### src/rtl/meter_pkg.sv
// Shared constants for the parking-meter button front end: button indices,
// arbitration priority order and debounce state encodings.
package meter_pkg;

  localparam int NUM_BTN  = 6;

  localparam int BTN_ADD1 = 0;
  localparam int BTN_ADD2 = 1;
  localparam int BTN_ADD3 = 2;
  localparam int BTN_ADD4 = 3;
  localparam int BTN_RST1 = 4;
  localparam int BTN_RST2 = 5;

  // Entry 0 is the highest priority; presets beat the coin-add buttons.
  localparam int PRIO_ORDER [NUM_BTN] = '{BTN_RST2, BTN_RST1, BTN_ADD4,
                                          BTN_ADD3, BTN_ADD2, BTN_ADD1};

  typedef enum logic {
    ST_LO = 1'b0,
    ST_HI = 1'b1
  } db_state_e;

endpackage

### src/rtl/btn_debounce.sv
// Single-button conditioner: two-flop synchronizer followed by a counting
// debounce FSM. level_o only changes after DEBOUNCE_CYCLES consecutive
// synchronized samples that disagree with the current level.
module btn_debounce
  import meter_pkg::*;
#(
  parameter int DEBOUNCE_CYCLES = 3,
  parameter int CNT_W           = 8
) (
  input  logic clk,
  input  logic rst_n,
  input  logic btn_i,
  output logic level_o
);

  localparam logic [CNT_W-1:0] CNT_LAST = CNT_W'(DEBOUNCE_CYCLES - 1);
  localparam logic [CNT_W-1:0] CNT_MAX  = {CNT_W{1'b1}};

  logic       s1_q, s2_q;
  db_state_e  state_q, state_d;
  logic [CNT_W-1:0] cnt_q, cnt_d;

  // Bring the asynchronous raw button into the clock domain.
  always_ff @(posedge clk or negedge rst_n) begin
    if (!rst_n) begin
      s1_q <= 1'b0;
      s2_q <= 1'b0;
    end else begin
      s1_q <= btn_i;
      s2_q <= s1_q;
    end
  end

  // Debounce state and run-length counter registers.
  always_ff @(posedge clk or negedge rst_n) begin
    if (!rst_n) begin
      state_q <= ST_LO;
      cnt_q   <= '0;
    end else begin
      state_q <= state_d;
      cnt_q   <= cnt_d;
    end
  end

  // Count samples that disagree with the current level; any agreeing sample
  // restarts the run so bounces never accumulate.
  always_comb begin
    state_d = state_q;
    cnt_d   = '0;
    unique case (state_q)
      ST_LO: begin
        if (s2_q) begin
          if (cnt_q == CNT_LAST) begin
            state_d = ST_HI;
            cnt_d   = '0;
          end else begin
            cnt_d = (cnt_q == CNT_MAX) ? cnt_q : cnt_q + 1'b1;
          end
        end
      end
      ST_HI: begin
        if (!s2_q) begin
          if (cnt_q == CNT_LAST) begin
            state_d = ST_LO;
            cnt_d   = '0;
          end else begin
            cnt_d = (cnt_q == CNT_MAX) ? cnt_q : cnt_q + 1'b1;
          end
        end
      end
      default: begin
        state_d = ST_LO;
        cnt_d   = '0;
      end
    endcase
  end

  assign level_o = (state_q == ST_HI);

endmodule

### src/rtl/meter_button_conditioner.sv
// Front end for the parking-meter core: debounces six buttons, turns each
// press into a single rising-edge event and lets at most one event per clock
// through to the core, flagging any that lost arbitration.
module meter_button_conditioner
  import meter_pkg::*;
#(
  parameter int DEBOUNCE_CYCLES = 3,
  parameter int CNT_W           = 8
) (
  input  logic               clk,
  input  logic               rst_n,
  input  logic [NUM_BTN-1:0] btn_raw,
  output logic               add1_p,
  output logic               add2_p,
  output logic               add3_p,
  output logic               add4_p,
  output logic               rst1_p,
  output logic               rst2_p,
  output logic [NUM_BTN-1:0] btn_level,
  output logic               drop_p
);

  logic [NUM_BTN-1:0] level_w;
  logic [NUM_BTN-1:0] level_q;
  logic [NUM_BTN-1:0] rise_w;
  logic [NUM_BTN-1:0] cmd_q, cmd_d;
  logic               drop_q, drop_d;

  for (genvar g = 0; g < NUM_BTN; g++) begin : g_btn
    btn_debounce #(
      .DEBOUNCE_CYCLES (DEBOUNCE_CYCLES),
      .CNT_W           (CNT_W)
    ) u_db (
      .clk     (clk),
      .rst_n   (rst_n),
      .btn_i   (btn_raw[g]),
      .level_o (level_w[g])
    );
  end

  assign rise_w = level_w & ~level_q;

  // Pick the single highest-priority rising edge; walking from lowest to
  // highest priority lets the winner overwrite earlier candidates.
  always_comb begin
    cmd_d = '0;
    for (int k = NUM_BTN - 1; k >= 0; k--) begin
      if (rise_w[PRIO_ORDER[k]]) begin
        cmd_d = '0;
        cmd_d[PRIO_ORDER[k]] = 1'b1;
      end
    end
    drop_d = |(rise_w & ~cmd_d);
  end

  // Previous-level memory for edge detection plus the registered outputs.
  always_ff @(posedge clk or negedge rst_n) begin
    if (!rst_n) begin
      level_q <= '0;
      cmd_q   <= '0;
      drop_q  <= 1'b0;
    end else begin
      level_q <= level_w;
      cmd_q   <= cmd_d;
      drop_q  <= drop_d;
    end
  end

  assign add1_p    = cmd_q[BTN_ADD1];
  assign add2_p    = cmd_q[BTN_ADD2];
  assign add3_p    = cmd_q[BTN_ADD3];
  assign add4_p    = cmd_q[BTN_ADD4];
  assign rst1_p    = cmd_q[BTN_RST1];
  assign rst2_p    = cmd_q[BTN_RST2];
  assign btn_level = level_w;
  assign drop_p    = drop_q;

endmodule

### config.mk
export PLATFORM = sky130hd
export DESIGN_NAME = meter_button_conditioner
export DESIGN_NICKNAME = d
export VERILOG_FILES = /design/src/rtl/meter_pkg.sv /design/src/rtl/btn_debounce.sv /design/src/rtl/meter_button_conditioner.sv
export SDC_FILE = /design/constraint.sdc
export NUM_CORES = 1
export LEC_CHECK = 0
export CAP_MARGIN = 20
export CORE_UTILIZATION = 54
export DETAILED_ROUTE_END_ITERATION = 16
export HOLD_SLACK_MARGIN = 0.03
export PLACE_DENSITY_LB_ADDON = 0.05
export SYNTH_ARGS = -nofsm -noshare
export SYNTH_HDL_FRONTEND = slang
export SYNTH_HIERARCHICAL = 1
export SYNTH_SLANG_ARGS = --single-unit
### constraint.sdc
create_clock -name clk -period 1.7 [get_ports clk]
set_input_delay 0.17 -clock clk [delete_from_list [all_inputs] [get_ports clk]]
set_output_delay 0.17 -clock clk [all_outputs]
set_load 0.02 [all_outputs]
# Word level (Yosys, flattened, before mapping)
# Cells that the tools add are included.
# word_totals
ff_bits,79
input_bits,8
output_inout_bits,13
wordCells,122
# classes
add_sub_neg,6
eq_ne,12
muxes,66
bitwise_logic,10
n_reduce_logical,1
# ops
operator,n
2-to-1 mux 8 bit,24
case mux 8 bit (2 select lines),6
adder 8 x 1 -> 8 bit (second input constant),6
== test 8 x 2 -> 1 bit (second input constant),6
== test 8 bit (second input constant),6
2-to-1 mux 1 bit,25
2-to-1 mux 6 bit,4
AND 6 bit,2
inverter 6 bit,2
case mux 1 bit (2 select lines),6
inverter 1 bit,6
OR reduction 6 bit,1
2-to-1 mux 2 bit,1

# Longest topological paths before layout
# logic_depth
depth_word,11
ltp_mapped,5
ltp_nobuf,5

# Modules after synthesis
# Netlist, hierarchy kept.
# by_module_without_submodules
module,n_inst,cells_per_inst,area_per_inst_um2,seq_area_each_um2
btn_debounce,6,52,568.0,275.3
meter_button_conditioner,1,34,489.2,325.3

# Least setup slack after synthesis
# No wires, ideal clock.
# synth_timing
path_type,flip-flop to flip-flop
startpoint,reg g_btn[0].u_db.cnt_q[0]
endpoint,reg with a tool-made name
setup_ns,0.128
arrival_ns,1.602
required_ns,1.572
setup_slack_ns,-0.030
path_stages_with_launch,6
path_buffers,0
synth_period_minus_slack_ns,1.730
cell_sequence,dfrtp_1 -> inv_1 -> ha_1 -> or4b_4 -> nor4_1 -> mux2_1
# synth_lines
element,line,text
from (decl),btn_debounce.sv:21,"logic [CNT_W-1:0] cnt_q, cnt_d;"
from (signal assigned),btn_debounce.sv:41,cnt_q <= cnt_d;

# Worst setup path after layout
# layout_timing
startpoint,reg g_btn[0].u_db.cnt_q[0]
endpoint,reg g_btn[0].u_db.cnt_q[3]
# layout_via
elab_chain_cells,5
elab_cells_between_ends,8
cone_classes,add/sub: 1; eq/ne: 2; mux: 5
# layout_rtl
element,line,text
adder 8 x 1 -> 8 bit or == test 8 bit (tied branches),"btn_debounce.sv:57, btn_debounce.sv:67",
2-to-1 mux 8 bit,"btn_debounce.sv:57, btn_debounce.sv:67",
2-to-1 mux 8 bit (*),"btn_debounce.sv:53, btn_debounce.sv:63",
"2-to-1 mux 8 bit, on equally long branches","btn_debounce.sv:62, btn_debounce.sv:52",
case mux 8 bit (2 select lines) (*),btn_debounce.sv:50,unique case (state_q)
named net g_btn[0].u_db.cnt_d[3],btn_debounce.sv:21,
# Mark *: on every way through the listed nets, which the timed path passes. The rest lies on a longest branch.

==> results.md <==
* Total wire length at 7960 um
* PD cells at 1400 nW/um2
* Failing checks: negative setup slack
* Commonest non-fill, non-tap cell in the layout: dfrtp_1
* Final worst-path setup slack at -106 ps
* Leak pwr at 0.00204 uW
* Fin nets at 423
* Synth Cell Area at 3900 um2
* Syn-to-layout area delta at 27.6%
* Synth Instances at 346
* Startpoint types: flip-flop
* DR DRC count at 0
* Final setup skew at 11.7 ps
* F_max at 554 MHz
* H-tree levels at 3
* Vias per cell at 5.97
* Dpl ws at -51.0 ps
* Largest net degree at the start of global routing at 30
* RR Endpoint: g_btn[0].u_db/cnt_q[3]
* Critical path class: reg -> reg
* Global router's overall resource usage at 22.4%
* RD Place Congestion at 0.837
* Total CTS buffers at 9
* Status: finished, violations left
* Hold path startpoint: btn_raw[5]
* FF-to-FF path depth at 6
* Die height at 87.0 um
* Initial antenna violation count at 0
* CORE AREA at 6870 um2
* Most frequent cells in the layout: 79 x dfrtp_1, 32 x buf_4, 25 x a31oi_1
* Layout cells sized above 1 at 33.9%
* Dpl hpwl at 5210 um
* Grt ovf at 0
* Slew margin rel. at 72.8%
* Vias at around 3,000
* Setup crit start: g_btn[0].u_db/cnt_q[0]
* Vias in the first global route at 2,854
* Signal arrival time at the worst endpoint at approximately 2000 ps
* Number of flops mapped to enable cells by yosys at 0
* Worst-path maximum fanout at 8
* Inserted Diodes at 0
* Drt wl/cell at 15.8 um
* Worst-path clk slew at around 80 ps
* Die area at 7560 um2
* Fillers at 488
* Final Cycle Share at 106%
* Data required time of the worst path at 1920 ps
* Min Clock Period, post-route at 1810 ps
* Slew Limit Fails at 0
* Top_reg_cell synth: dfrtp_1
* End of the critical path: g_btn[0].u_db/cnt_q[3]
* Worst slew pin tran at 408 ps
* Maximum VDD drop at 0.831 mV
* Setup Viol. Count Final at 17
* Drt initial violations at 112
* Clk_lat worst skew at 350 ps
* Mapped Nets at 366
* Routed Antenna Nets at 0
* Die span in x at around 87 um
* Port bufs at 20
* First-pass GRT wire length at about 13,000 um
* Unique masters post-synth at 35
* Fraction of registers with async set/reset at 100%
* DR pass1 iterations at 4
* Final hold vios at 0
* Clk root buf: clkbuf_8
* Clock sink total at 79
* Maxcap violations at 0
* #FFs+latches synth at between 70 and 80
* Row count at 30
* Synth warnings at 6
* Setup total negative slack at -890 ps
* Reg2reg setup slack at -110 ps
* Clock buffer depth at 2
* Setup crit end kind: flip-flop
* Worst min path class: in -> reg
* Initial Util at 56.7%
* Worst r2r src: g_btn[0].u_db/cnt_q[0]
* Io pins at 21
* TritonCTS clock tree: yes
* RSZ-0062 raised after global routing: yes
* Sequential share of the synthesized area at 50.7%
* Syn_area_per_cell at 11.3 um2
[how the worst min path moves through the flow]
stage / to / slack, ps / cells after the start
4_1_cts: g_btn[5].u_db/s1_q / 240 / 1
2_1_floorplan: cmd_q[0] / -130 / 0
3_5_place_dp: g_btn[3].u_db/cnt_q[5] / 110 / 1
5_1_grt: g_btn[3].u_db/s1_q / 240 / 1
6_report: g_btn[5].u_db/s1_q / 250 / 1
3_3_place_gp: g_btn[3].u_db/cnt_q[5] / 110 / 1
[layer usage]
| metal | part of all wire, % | track usage [%] | vias to the layer above |
|---|---|---|---|
| met5 | 0 | 0 | - |
| met4 | 1.3 | 7.58 | 0 |
| met3 | 3.1 | 6.35 | 12 |
| met2 | 51 | 37.4 | 62 |
| met1 | 44 | 27.9 | 1493 |
| li1 | - | - | 1434 |
[power breakdown]
group	internal [uW]	leakage [uW]	switching (uW)
Clock	937	0.000118	639
Combinational	1440	0.000888	1380
Sequential	2250	0.00103	289
Total	4630	0.00204	2310
[final cells by class]
class | instances | area (um2) | area share [%]
multi-input cells | 235 | 2050 | 41.3
flip-flops and latches | 79 | 1980 | 39.7
repair buffers | 58 | 518 | 10.4
clock buffers | 12 | 165 | 3.32
well taps | 96 | 120 | 2.41
inverters | 20 | 75.1 | 1.51
clock inverters | 3 | 65.1 | 1.31
[Yosys cell counts (7+ instances only)]
cell type   n  area [um2]
dfrtp_1    79        1980
nor2_1      8        30.0
nand3_1    12        60.1
nand2_1     7        26.3
nor3_1     31         155
nor4_1     13        81.3
nand4_1    13        81.3
a211oi_1   18         135
a21oi_1    12        60.1
ha_1       12         150
inv_1      20        75.1
a31oi_1    25         156
[state kept, by name, summed over array words and instances (netlist names), named ones only]
name and flops:
g_btn.u_db/cnt_q 48, level_q 6, g_btn.u_db/s1_q 6, cmd_q 6, g_btn.u_db/s2_q 6, drop_p 1
[logic make-up (layout without fill, tap and decap cells)]
| logic type | after synthesis | after routing | share of synthesized area (%) |
|---|---|---|---|
| AO/OA/AOI/OAI | 69 | 69 | 14.5 |
| XOR/XNOR | 12 | 12 | 2.70 |
| adder cells (fa/ha/maj) | 13 | 13 | 4.14 |
| buffers and inverters | 32 | 93 | 3.47 |
| flip-flops | 79 | 79 | 50.7 |
| multiplexers | 6 | 6 | 1.73 |
| AND/OR/NAND/NOR | 135 | 135 | 22.8 |
[stage by stage]
| stage | instances | area [um2] | utilization [%] | hold WS [ps] | total power [uW] |
|---|---|---|---|---|---|
| 2_1_floorplan | 346 | 3940 | - | -126 | 3950 |
| 3_3_place_gp | 483 | 4450 | 64.8 | 105 | 4930 |
| 3_5_place_dp | 483 | 4450 | 64.8 | 111 | 4990 |
| 4_1_cts | 499 | 4740 | 68.9 | 241 | 6630 |
| 5_1_grt | 503 | 4970 | 72.4 | 238 | 7360 |
| 6_report | 503 | 4970 | 72.4 | 255 | 6950 |
[worst max-delay path, stage by stage, from the launching register on]
cell and delay, ps:
dfrtp_1 400, inv_2 80, ha_4 120, or4b_4 490, o41ai_4 340, buf_6 200
a211oi_1 50
[what timing repair did]
item	in CTS	in global routing
hold buffers	1	0
resized for setup	11	46
hold endpoints to repair	23	0
pin swaps	3	12
buffers inserted	0	4
endpoints found under the setup margin	8	55
Power figures use the tool's default switching activity.
